==> src/rtl/pc_sequencer.sv <==
// pc_sequencer: program-counter sequencer with an optional return stack.
//
// All state changes on the falling edge of Clk. Reset (nReset) is
// asynchronous and active-high. Exactly one operation runs per edge,
// priority Load > Ret > Call > Branch > CountEn; with none requested Y holds.
//
// Build option: define PC_SEQUENCER_STACK_EN to include the return stack
// (Call/Ret, Full/Empty, Err). Without it Call and Ret are ignored,
// Full = 0, Empty = 1 and Err = 0.
//
// Parameters:
//   WIDTH   program counter / address width (4..32)
//   DEPTH   return-stack entries (1..16)
//   STEP    unsigned increment used by CountEn and for the Call return address
// Ports:
//   Clk      clock, falling-edge active
//   nReset   asynchronous reset, active-high
//   A        Load / Call target address
//   Offset   two's-complement relative Branch offset
//   Load, Ret, Call, Branch, CountEn   operation requests
//   Y        registered program counter
//   Full     stack pointer == DEPTH (combinational)
//   Empty    stack pointer == 0 (combinational)
//   Wrap     one-cycle registered pulse when a CountEn increment carries out
//   Err      one-cycle registered pulse on a stack overflow/underflow attempt
module pc_sequencer #(
  parameter int WIDTH = 8,
  parameter int DEPTH = 4,
  parameter int STEP  = 1
) (
  input  logic             Clk,
  input  logic             nReset,
  input  logic [WIDTH-1:0] A,
  input  logic [WIDTH-1:0] Offset,
  input  logic             Load,
  input  logic             Ret,
  input  logic             Call,
  input  logic             Branch,
  input  logic             CountEn,
  output logic [WIDTH-1:0] Y,
  output logic             Full,
  output logic             Empty,
  output logic             Wrap,
  output logic             Err
);

  logic [WIDTH-1:0] y_r;
  logic [WIDTH-1:0] y_next_s;
  logic             wrap_r;
  logic             wrap_next_s;
  // Y + STEP with the carry kept in the top bit.
  logic [WIDTH:0]   inc_s;

  assign inc_s = {1'b0, y_r} + (WIDTH+1)'(STEP);

`ifdef PC_SEQUENCER_STACK_EN
  localparam int PW = $clog2(DEPTH + 1);

  logic [PW-1:0]    sp_r;
  logic [PW-1:0]    sp_next_s;
  logic [PW-1:0]    sp_dec_s;
  // Sized to the full pointer range so the pointer indexes it directly.
  logic [WIDTH-1:0] stack_r [2**PW];
  logic [WIDTH-1:0] top_s;
  logic             push_s;
  logic             full_s;
  logic             empty_s;
  logic             err_r;
  logic             err_next_s;

  assign sp_dec_s = sp_r - PW'(1'b1);
  assign top_s    = stack_r[sp_dec_s];
  assign full_s   = (sp_r == PW'(DEPTH));
  assign empty_s  = (sp_r == {PW{1'b0}});
  assign Full     = full_s;
  assign Empty    = empty_s;
  assign Err      = err_r;
`else
  logic unused_call_ret_s;

  assign unused_call_ret_s = Ret ^ Call;
  assign Full  = 1'b0;
  assign Empty = 1'b1;
  assign Err   = 1'b0;
`endif

  assign Y    = y_r;
  assign Wrap = wrap_r;

  // Next-state selection in priority order Load > Ret > Call > Branch > CountEn.
  always_comb begin
    y_next_s    = y_r;
    wrap_next_s = 1'b0;
`ifdef PC_SEQUENCER_STACK_EN
    sp_next_s   = sp_r;
    push_s      = 1'b0;
    err_next_s  = 1'b0;
`endif
    if (Load) begin
      y_next_s = A;
    end
`ifdef PC_SEQUENCER_STACK_EN
    else if (Ret) begin
      if (!empty_s) begin
        y_next_s  = top_s;
        sp_next_s = sp_dec_s;
      end else begin
        err_next_s = 1'b1;
      end
    end else if (Call) begin
      if (!full_s) begin
        push_s    = 1'b1;
        y_next_s  = A;
        sp_next_s = sp_r + PW'(1'b1);
      end else begin
        err_next_s = 1'b1;
      end
    end
`endif
    else if (Branch) begin
      // Equal-width modular add is the same as adding the sign-extended offset.
      y_next_s = y_r + Offset;
    end else if (CountEn) begin
      {wrap_next_s, y_next_s} = inc_s;
    end else begin
      y_next_s = y_r;
    end
  end

  // Program counter and wrap pulse register.
  always_ff @(negedge Clk or posedge nReset) begin
    if (nReset) begin
      y_r    <= {WIDTH{1'b0}};
      wrap_r <= 1'b0;
    end else begin
      y_r    <= y_next_s;
      wrap_r <= wrap_next_s;
    end
  end

`ifdef PC_SEQUENCER_STACK_EN
  // Stack pointer and error pulse register.
  always_ff @(negedge Clk or posedge nReset) begin
    if (nReset) begin
      sp_r  <= {PW{1'b0}};
      err_r <= 1'b0;
    end else begin
      sp_r  <= sp_next_s;
      err_r <= err_next_s;
    end
  end

  // Return-address storage; contents survive reset, only the pointer clears.
  always_ff @(negedge Clk) begin
    if (push_s) begin
      stack_r[sp_r] <= inc_s[WIDTH-1:0];
    end
  end
`endif

endmodule

==> config.mk <==
export PLATFORM = sky130hd
export DESIGN_NAME = pc_sequencer
export DESIGN_NICKNAME = d
export VERILOG_FILES = /design/src/rtl/pc_sequencer.sv
export SDC_FILE = /design/constraint.sdc
export NUM_CORES = 1
export LEC_CHECK = 0
export CAP_MARGIN = 20
export CORE_MARGIN = 2
export CORE_UTILIZATION = 30
export CTS_CLUSTER_SIZE = 24
export DETAILED_ROUTE_END_ITERATION = 10
export HOLD_SLACK_MARGIN = 0.15
export MAX_ROUTING_LAYER = met4
export PLACE_DENSITY = 0.57
export SYNTH_ARGS = -nofsm -noshare
export SYNTH_HDL_FRONTEND = slang
export SYNTH_SLANG_ARGS = --single-unit
==> constraint.sdc <==
create_clock -name Clk -period 3.05 [get_ports Clk]
set_input_delay 0.305 -clock Clk [delete_from_list [all_inputs] [get_ports Clk]]
set_output_delay 0.305 -clock Clk [all_outputs]
set_load 0.005 [all_outputs]
==> flow_summary.ini, run 1 <==
[worst_setup_path]
critical_path.top_delay_family = adder cells
crit_cells = 10
crit_path_start = Offset[0]
regToRegStartpoint = Y[0]$_DFFE_NP0P_
slowest_stage = fa_2
cp.required_ps = 1640
worst_path_largest_cell_delay_ps = 340
crit_buf_inv = 3
reg2regPathDepth = 10
cp_data_arrival_time_ps = 1740
critPathKind = in -> reg
crit_fanout = 2
path_common_cell = nor2_1
cp-end-kind = register
cp_cell_sequence = buf_6, ha_4, inv_2, fa_2, nand2b_4, buf_4, a32o_2, nor2_1, nor2_1, o22a_1
startpoint_type = input port

[logic_synthesis]
synth_seq_area_share = 0.248
synth_area_um2 = 908
synthCells = 113
ys_ff_latch = 9
yosysWarnings = 0
ys_types = 34
syn_area_per_cell_um2 = 8.04
synthArstFlopShare = 1.00
yosys_most_used_dff = dfrtn_1
synth-edff-count = 0

[pwr]
power_frac_seq = 0.217
total_power_w = 0.000688
power_switching_w = 0.000254
clockPowerShare = 0.139
power_density_nw_per_um2 = 423
vdd_drop_max_mv = 0.210
p_leak_nw = 0.734
internal_power_w = 0.000434
comb_power_share = 0.644
power.share.switching = 0.369

[die]
die_w_um = 59.0
core_um2 = 2810
pin_count = 35
num_rows = 19
die_area_um2 = 3480
die_height_um = 59.0
start_util = 0.324

[worst_hold_path]
hold_path.class = reg -> reg
hold_path_depth = 2
min_from = Y[3]$_DFFE_NP0P_

[routing]
vias = 1044
drc = 0
drt-total-wl_mm = 2.85
first_pass_iters = 4
wl_per_cell_um = 13.8
first_iter_violations = 17
drtAntennaViolNets = 0
routed_via_density = 5.07

[grt]
grt_antenna_before_repair = 0
grt_overflow = 0
grt_pass1_wl_mm = 4.69
grt_pass1_vias = 1045
grt_max_degree = 11
grt_usage = 0.183

[clocking]
htree_levels = 1
clkTransAtPathRegs_ps = 50
insertion_delay_ps = 270
cts.sinks = 9
cts_tree = yes
clk_path_buf_depth = 2
cts_buffers = 3
cts_root_buffer = clkbuf_4

[timing]
setup_tns_ps = -100
worst_slack_ps = -100
rsz0062_at_grt = true
setup_viol = 1
hold_viol_final = 0
holdWs_ps = 607
slew_violations = 0
clock_skew_ps = 2.40

[place]
placed_area_um2 = 1430
placed_cells = 196
place_hpwl_mm = 2.12
placement.io_buffers = 29
finalWeightedCongestion = 0.860

[layout]
drive_gt1_frac = 0.366
syn_to_final_growth_pct = 79.3
num_antenna_cells = 0
final_cells = 206
fin_area_um2 = 1630
nets = 208

[job]
drv_cap = 0

[run_status]
violations = setup timing
status = finished, violations left
-- cell usage after synthesis (2+ instances only) --
| cell | n | area, µm² |
|---|---|---|
| nand3_1 | 3 | 15.0 |
| nand2_1 | 12 | 45.0 |
| nand2b_1 | 3 | 18.8 |
| inv_1 | 9 | 33.8 |
| a222oi_1 | 2 | 20.0 |
| nor3_1 | 3 | 15.0 |
| a22o_1 | 2 | 17.5 |
| xor2_1 | 5 | 43.8 |
| conb_1 | 2 | 7.51 |
| a21oi_1 | 8 | 40.0 |
| xnor2_1 | 4 | 35.0 |
| a21o_1 | 3 | 22.5 |
| buf_4 | 5 | 37.5 |
| o21ai_0 | 7 | 35.0 |
| dfrtn_1 | 9 | 225 |
| nor2_1 | 10 | 37.5 |
| a211oi_1 | 2 | 15.0 |
| ha_1 | 8 | 100 |
-- cell usage in the layout (no fill, tap or decap), drive strengths merged, types with 2 or more instances in the layout --
master,netlist,layout
a211oi,2,2
a21o,3,3
a21oi,8,8
a222oi,2,2
a22o,2,2
buf,6,36
clkbuf,0,6
clkdlybuf4s50,0,19
conb,2,3
dfrtn,9,9
dlygate4sd2,0,5
ha,8,8
inv,9,9
nand2,12,12
nand2b,3,3
nand3,4,4
nor2,10,10
nor3,4,4
o21ai,8,8
xnor2,4,4
xor2,5,5
-- routing by layer --
metal,part of all wire,vias up,track usage
li1,-,518,-
met1,0.46,500,0.229
met2,0.51,24,0.313
met3,0.023,2,0.0131
met4,0.0095,0,0.0584
met5,0,-,-
-- sequential cells by signal, indices dropped and copies added, names as in the netlist --
| name | flops |
|---|---|
| Wrap | 1 |
| Y | 8 |
-- cells by family after synthesis --
group,Yosys count,share of synthesized area
adder cells (fa/ha/maj),9,0.132
XOR/XNOR,9,0.0868
flip-flops,9,0.248
buffers and inverters,15,0.0909
AND/OR/NAND/NOR,36,0.191
other,2,0.00827
AO/OA/AOI/OAI,33,0.242
-- cell type report --
type / instances / area, µm²
Fill cell: 263 / 1180
Multi-Input combinational cell: 90 / 777
Timing Repair Buffer: 63 / 528
Sequential cell: 9 / 225
Tap cell: 31 / 38.8
Inverter: 9 / 33.8
Clock buffer: 4 / 26.3
-- metrics by stage --
stage | setup WS, ps | utilization
after floorplan | -152 | -
after global placement | -699 | 0.508
after detailed placement | -745 | 0.508
after CTS | -86.1 | 0.565
after global routing | -155 | 0.581
final | -100 | 0.581
-- repair_timing --
action	CTS	global route
setup endpoints to repair	11	6
hold buffers	0	0
buffers inserted	5	2
pin swaps	15	15
resized for setup	32	14
-- path summary, 6_finish.rpt --
| kind | to | slack (ps) |
|---|---|---|
| setup reg to reg | Y[2]$_DFFE_NP0P_ | 920 |
| min in group asynchronous | Y[5]$_DFFE_NP0P_ | 1710 |
| hold reg to reg | Y[3]$_DFFE_NP0P_ | 610 |
| setup / recovery | Y[2]$_DFFE_NP0P_ | -100 |
| hold / removal | Y[3]$_DFFE_NP0P_ | 610 |
| max in group asynchronous | Y[2]$_DFFE_NP0P_ | 1050 |
-- worst reg2reg max path, delay by kind of cell, from the launching register on --
| family | cells | cell delay [ps] |
|---|---|---|
| adder cells (fa/ha/maj) | 2 | 480 |
| flip-flops | 1 | 440 |
| AO/OA/AOI/OAI | 2 | 440 |
| buffers and inverters | 3 | 340 |
| AND/OR/NAND/NOR | 3 | 280 |
-- power by group through the flow --
stage | sequential (W) | clock [W] | combinational, W
2_1_floorplan | 0.000167 | 0 | 0.000163
3_3_place_gp | 0.000153 | 0 | 0.000341
3_5_place_dp | 0.000154 | 0 | 0.000345
4_1_cts | 0.000150 | 0.0000951 | 0.000408
5_1_grt | 0.000152 | 0.000105 | 0.000486
6_report | 0.000149 | 0.0000958 | 0.000443
No activity file was read; power rests on OpenSTA's default activity.
==> run 2: changes to the inputs <==
Settings changed: CORE_UTILIZATION 30 to 35, PLACE_DENSITY 0.57 to 0.65.
==> run 2 against run 1 <==
Power decreased by 0.50%; first-iteration DRC count increased by 41%; the flow now finishes without violations; combinational power decreased by 0.9%; largest cell class unchanged; largest power group unchanged.
==> flow_summary.ini, run 2 (synthesized netlist as in run 1, its figures left out) <==
[routing]
drc = 0
vias = 1047
drtAntennaViolNets = 0
wl_per_cell_um = 13.8
first_pass_iters = 4
drt-total-wl_mm = 2.81
routed_via_density = 5.16
first_iter_violations = 24

[pwr]
p_leak_nw = 0.781
vdd_drop_max_mv = 0.274
power_density_nw_per_um2 = 414

[worst_hold_path]
holdPathEnd = Y[3]$_DFFE_NP0P_
min_from = Y[3]$_DFFE_NP0P_
hold_path_depth = 2
hold_path.class = reg -> reg

[timing]
slew_violations = 0
setup_viol = 0
clock_skew_ps = 1.61
hold_viol_final = 0
setup_tns_ps = 0
worst_slack_ps = 0.0214
rsz0062_at_grt = true

[worst_setup_path]
cp_data_arrival_time_ps = 1650
worst_path_largest_cell_delay_ps = 350
reg2reg_setup_slack_ps = 1030
path_common_cell = nor2_1
crit_fanout = 3
critPathKind = in -> reg
reg2regPathDepth = 9
cp_cell_sequence = buf_8, ha_4, inv_2, fa_2, nand2b_4, a32o_2, nor2_1, nor2_1, o22a_1
cp.required_ps = 1650
cp-end-kind = register
startpoint_type = input port
r2r-end = Y[2]$_DFFE_NP0P_
slowest_stage = fa_2
regToRegStartpoint = Y[0]$_DFFE_NP0P_

[clocking]
clkTransAtPathRegs_ps = 50
hold_buffers = 0
htree_levels = 1
cts_tree = yes
cts.sinks = 9
insertion_delay_ps = 280
clk_path_buf_depth = 2
cts_buffers = 3
cts_root_buffer = clkbuf_4

[grt]
grt_pass1_wl_mm = 4.41
grt_usage = 0.211
grt_max_degree = 11
grt_antenna_before_repair = 0
grt_overflow = 0
grt_pass1_vias = 1024

[layout]
drive_gt1_frac = 0.370
nets = 206
syn_to_final_growth_pct = 82.0
num-fill-cells = 208
final_common_cell = buf_4
largest_reg_flops = 8
final_cell_mix = 31 x buf_4, 15 x clkdlybuf4s50_1, 12 x nand2_1, 9 x dfrtn_1, 9 x nor2_1
num_antenna_cells = 0

[place]
place_ws_ps = -737
finalWeightedCongestion = 0.841
placement.io_buffers = 29
place_hpwl_mm = 2.06

[die]
die_height_um = 54.9
start_util = 0.367
core_um2 = 2480
pin_count = 35
die_w_um = 54.9
die_area_um2 = 3020
num_rows = 18

[job]
drv_cap = 0

[run_status]
status = finished clean
run 2: worst max-delay path: cells and delay by family:
| family | cells | cell delay [ps] |
|---|---|---|
| AOI/OAI and AO/OA | 2 | 450 |
| adders and majority gates | 2 | 480 |
| buffers and inverters | 2 | 110 |
| and+or+nand+nor | 3 | 310 |
run 2: repair_timing:
action                     in CTS  in global routing
setup buffers                   4                  1
resized for setup              26                 24
pin swaps                      13                 14
setup endpoints to repair       9                 12
run 2: per-layer routing:
| layer | global-route usage | up-vias | share of wire |
|---|---|---|---|
| met1 | 0.250 | 495 | 0.42 |
| met3 | 0.0161 | 8 | 0.043 |
| li1 | - | 512 | - |
| met5 | - | - | 0 |
| met4 | 0.0732 | 0 | 0.021 |
| met2 | 0.375 | 32 | 0.52 |
run 2: how the worst max path moves through the flow:
stage / startpoint / endpoint / slack [ps] / depth (start not counted)
after floorplan: Offset[0] / Y[2]$_DFFE_NP0P_ / -150 / 8
after global placement: Offset[0] / Y[2]$_DFFE_NP0P_ / -700 / 9
after detailed placement: Offset[0] / Y[2]$_DFFE_NP0P_ / -740 / 9
after CTS: Offset[0] / Y[6]$_DFFE_NP0P_ / -60 / 9
after global routing: Offset[0] / Y[2]$_DFFE_NP0P_ / -50 / 11
final: Offset[0] / Y[2]$_DFFE_NP0P_ / 0.02 / 9
run 2: final cells by class:
type                       instances  area, µm²  share of cell area
tap                               30       37.5              0.0227
timing repair buffer              61        546               0.330
sequential                         9        225               0.136
inverter                           9       33.8              0.0204
multi-input combinational         90        785               0.475
clock buffer                       4       26.3              0.0159
run 2: power breakdown:
part           switching [W]  leakage [nW]  internal [W]
sequential        0.00000926         0.108      0.000138
combinational       0.000198         0.658      0.000241
clock              0.0000483        0.0150     0.0000507
run 2: per-stage QoR:
stage	util	hold slack (ps)	area, µm²	instances	power (W)
after floorplan	-	554	935	114	0.000330
after global placement	0.572	568	1420	194	0.000483
after detailed placement	0.572	574	1420	194	0.000491
after CTS	0.627	596	1550	202	0.000645
after global routing	0.667	633	1650	203	0.000732
final	0.667	589	1650	203	0.000685
==> run 3: changes to the inputs <==
Settings changed: CORE_UTILIZATION 35 to 47, CTS_BUF_LIST set to sky130_fd_sc_hd__clkbuf_16, PLACE_DENSITY 0.65 to 0.84.
==> run 3 against run 2 <==
The run now ends with setup timing left; clock power increased by 140%; highest routed layer unchanged; critical path depth unchanged; clock-buffer cell count decreased by 1; sequential share of layout area decreased by 0.19 points; non-clock buffer count decreased by 3; final cell count decreased by 3.9%; sequential power increased by 3%; largest cell class unchanged; power increased by 29%; critical endpoint is now Y[6]$_DFFE_NP0P_; clock skew about the same; routed wire length increased by 78%.
==> flow_summary.ini, run 3 (synthesized netlist as in run 1, its figures left out) <==
[place]
placed_area_um2 = 1400
place_hpwl_mm = 2.19
finalWeightedCongestion = 0.902
placement.io_buffers = 29
placed_cells = 187

[grt]
grt_overflow = 0
grt_pass1_vias = 1237
grt_antenna_before_repair = 0
grt_pass1_wl_mm = 6.00
grt_usage = 0.399
grt_max_degree = 11

[clocking]
clkTransAtPathRegs_ps = 30
cts_tree = yes
cts_buffers = 3
htree_levels = 1
insertion_delay_ps = 270
clk_path_buf_depth = 2
cts_root_buffer = clkbuf_16
hold_buffers = 0
cts.sinks = 9

[die]
pin_count = 35
die_area_um2 = 2300
start_util = 0.515
die_height_um = 48.0
core_um2 = 1760
num_rows = 15
die_w_um = 48.0

[layout]
drive_gt1_frac = 0.376
syn_to_final_growth_pct = 84.6
fin_area_um2 = 1680
final_cells = 195
final_cell_mix = 28 x buf_4, 15 x clkdlybuf4s50_1, 11 x nand2_1, 9 x dfrtn_1, 9 x nor2_1
num_antenna_cells = 0
final_common_cell = buf_4
post-route-util = 0.950
largest_reg_flops = 8
num-fill-cells = 48
nets = 203

[worst_setup_path]
regToRegStartpoint = Y[0]$_DFFE_NP0P_
crit_fanout = 3
cp.required_ps = 1630
crit_buf_inv = 2
cp-end-kind = register
critPathKind = in -> reg
critical_path.top_delay_family = simple AND/OR/NAND/NOR gates
crit_path_start = Offset[0]
cp_cell_sequence = buf_6, ha_4, inv_2, fa_2, nand2b_4, a21oi_4, or4_4, a31oi_4, o31ai_1
worst_path_largest_cell_delay_ps = 450
cp_data_arrival_time_ps = 1770
slowest_stage = or4_4
startpoint_type = input port

[timing]
hold_viol_final = 0
setup_viol = 5
clock_skew_ps = 1.66
rsz0062_at_grt = true
slew_violations = 0
worst_slack_ps = -133
holdWs_ps = 631

[pwr]
p_leak_nw = 0.797
power_density_nw_per_um2 = 526
vdd_drop_max_mv = 0.391

[routing]
first_pass_iters = 5
wl_per_cell_um = 25.7
routed_via_density = 6.71
first_iter_violations = 190
drt-total-wl_mm = 5.01
drc = 0
vias = 1308
drtAntennaViolNets = 0

[run_status]
violations = setup timing
status = finished, violations left

[job]
drv_cap = 0

[worst_hold_path]
min_from = Y[3]$_DFFE_NP0P_
hold_path.class = reg -> reg
-- run 3: final cells by class --
cell class                      instances  area (µm²)  share of cell area
Clock buffer                            3        75.1              0.0448
Clock inverter                          1        3.75             0.00224
Inverter                                9        33.8              0.0201
Multi-Input combinational cell         90         792               0.472
Sequential cell                         9         225               0.134
Tap cell                               25        31.3              0.0187
Timing Repair Buffer                   58         515               0.307
-- run 3: power breakdown --
part	switching, W	leakage [nW]	internal, W
Combinational	0.000257	0.647	0.000238
Clock	0.0000624	0.0423	0.000172
Sequential	0.0000128	0.108	0.000139
-- run 3: path summary, 6_finish.rpt --
path,cells past startpoint,slack [ps],endpoint
max in group asynchronous,2,1030,Y[1]$_DFFE_NP0P_
worst max-delay path,9,-130,Y[6]$_DFFE_NP0P_
worst max register to register,9,880,Y[6]$_DFFE_NP0P_
worst min register to register,2,630,Y[3]$_DFFE_NP0P_
min in group asynchronous,2,1720,Y[6]$_DFFE_NP0P_
worst min-delay path,2,630,Y[3]$_DFFE_NP0P_
-- run 3: stage by stage --
stage          total power (W)  worst slack (ps)  setup TNS [ps]
2_1_floorplan         0.000330              -152            -261
3_3_place_gp          0.000474              -696           -3910
3_5_place_dp          0.000491              -772           -4350
4_1_cts               0.000771             -42.2           -58.3
5_1_grt               0.000906              -431           -1180
6_report              0.000881              -133            -345
-- run 3: worst reg2reg max path, delay by kind of cell, from the launching register on --
| kind | cells | cell delay (ps) |
|---|---|---|
| AOI/OAI and AO/OA | 3 | 490 |
| adders and majority gates | 2 | 510 |
| buffers and inverters | 2 | 220 |
| DFF | 1 | 440 |
| and+or+nand+nor | 2 | 350 |
-- run 3: routing by layer --
metal | global-route usage | share of wire | routed length (µm)
met1 | 0.439 | 0.33 | 1680
met2 | 0.680 | 0.45 | 2260
met3 | 0.0679 | 0.12 | 607
met4 | 0.211 | 0.093 | 466
met5 | - | 0 | 0
-- run 3: repair_timing --
| item | in CTS | in global routing |
|---|---|---|
| pin swaps | 14 | 15 |
| setup endpoints to repair | 9 | 11 |
| buffers inserted | 3 | 1 |
| resized for setup | 25 | 31 |
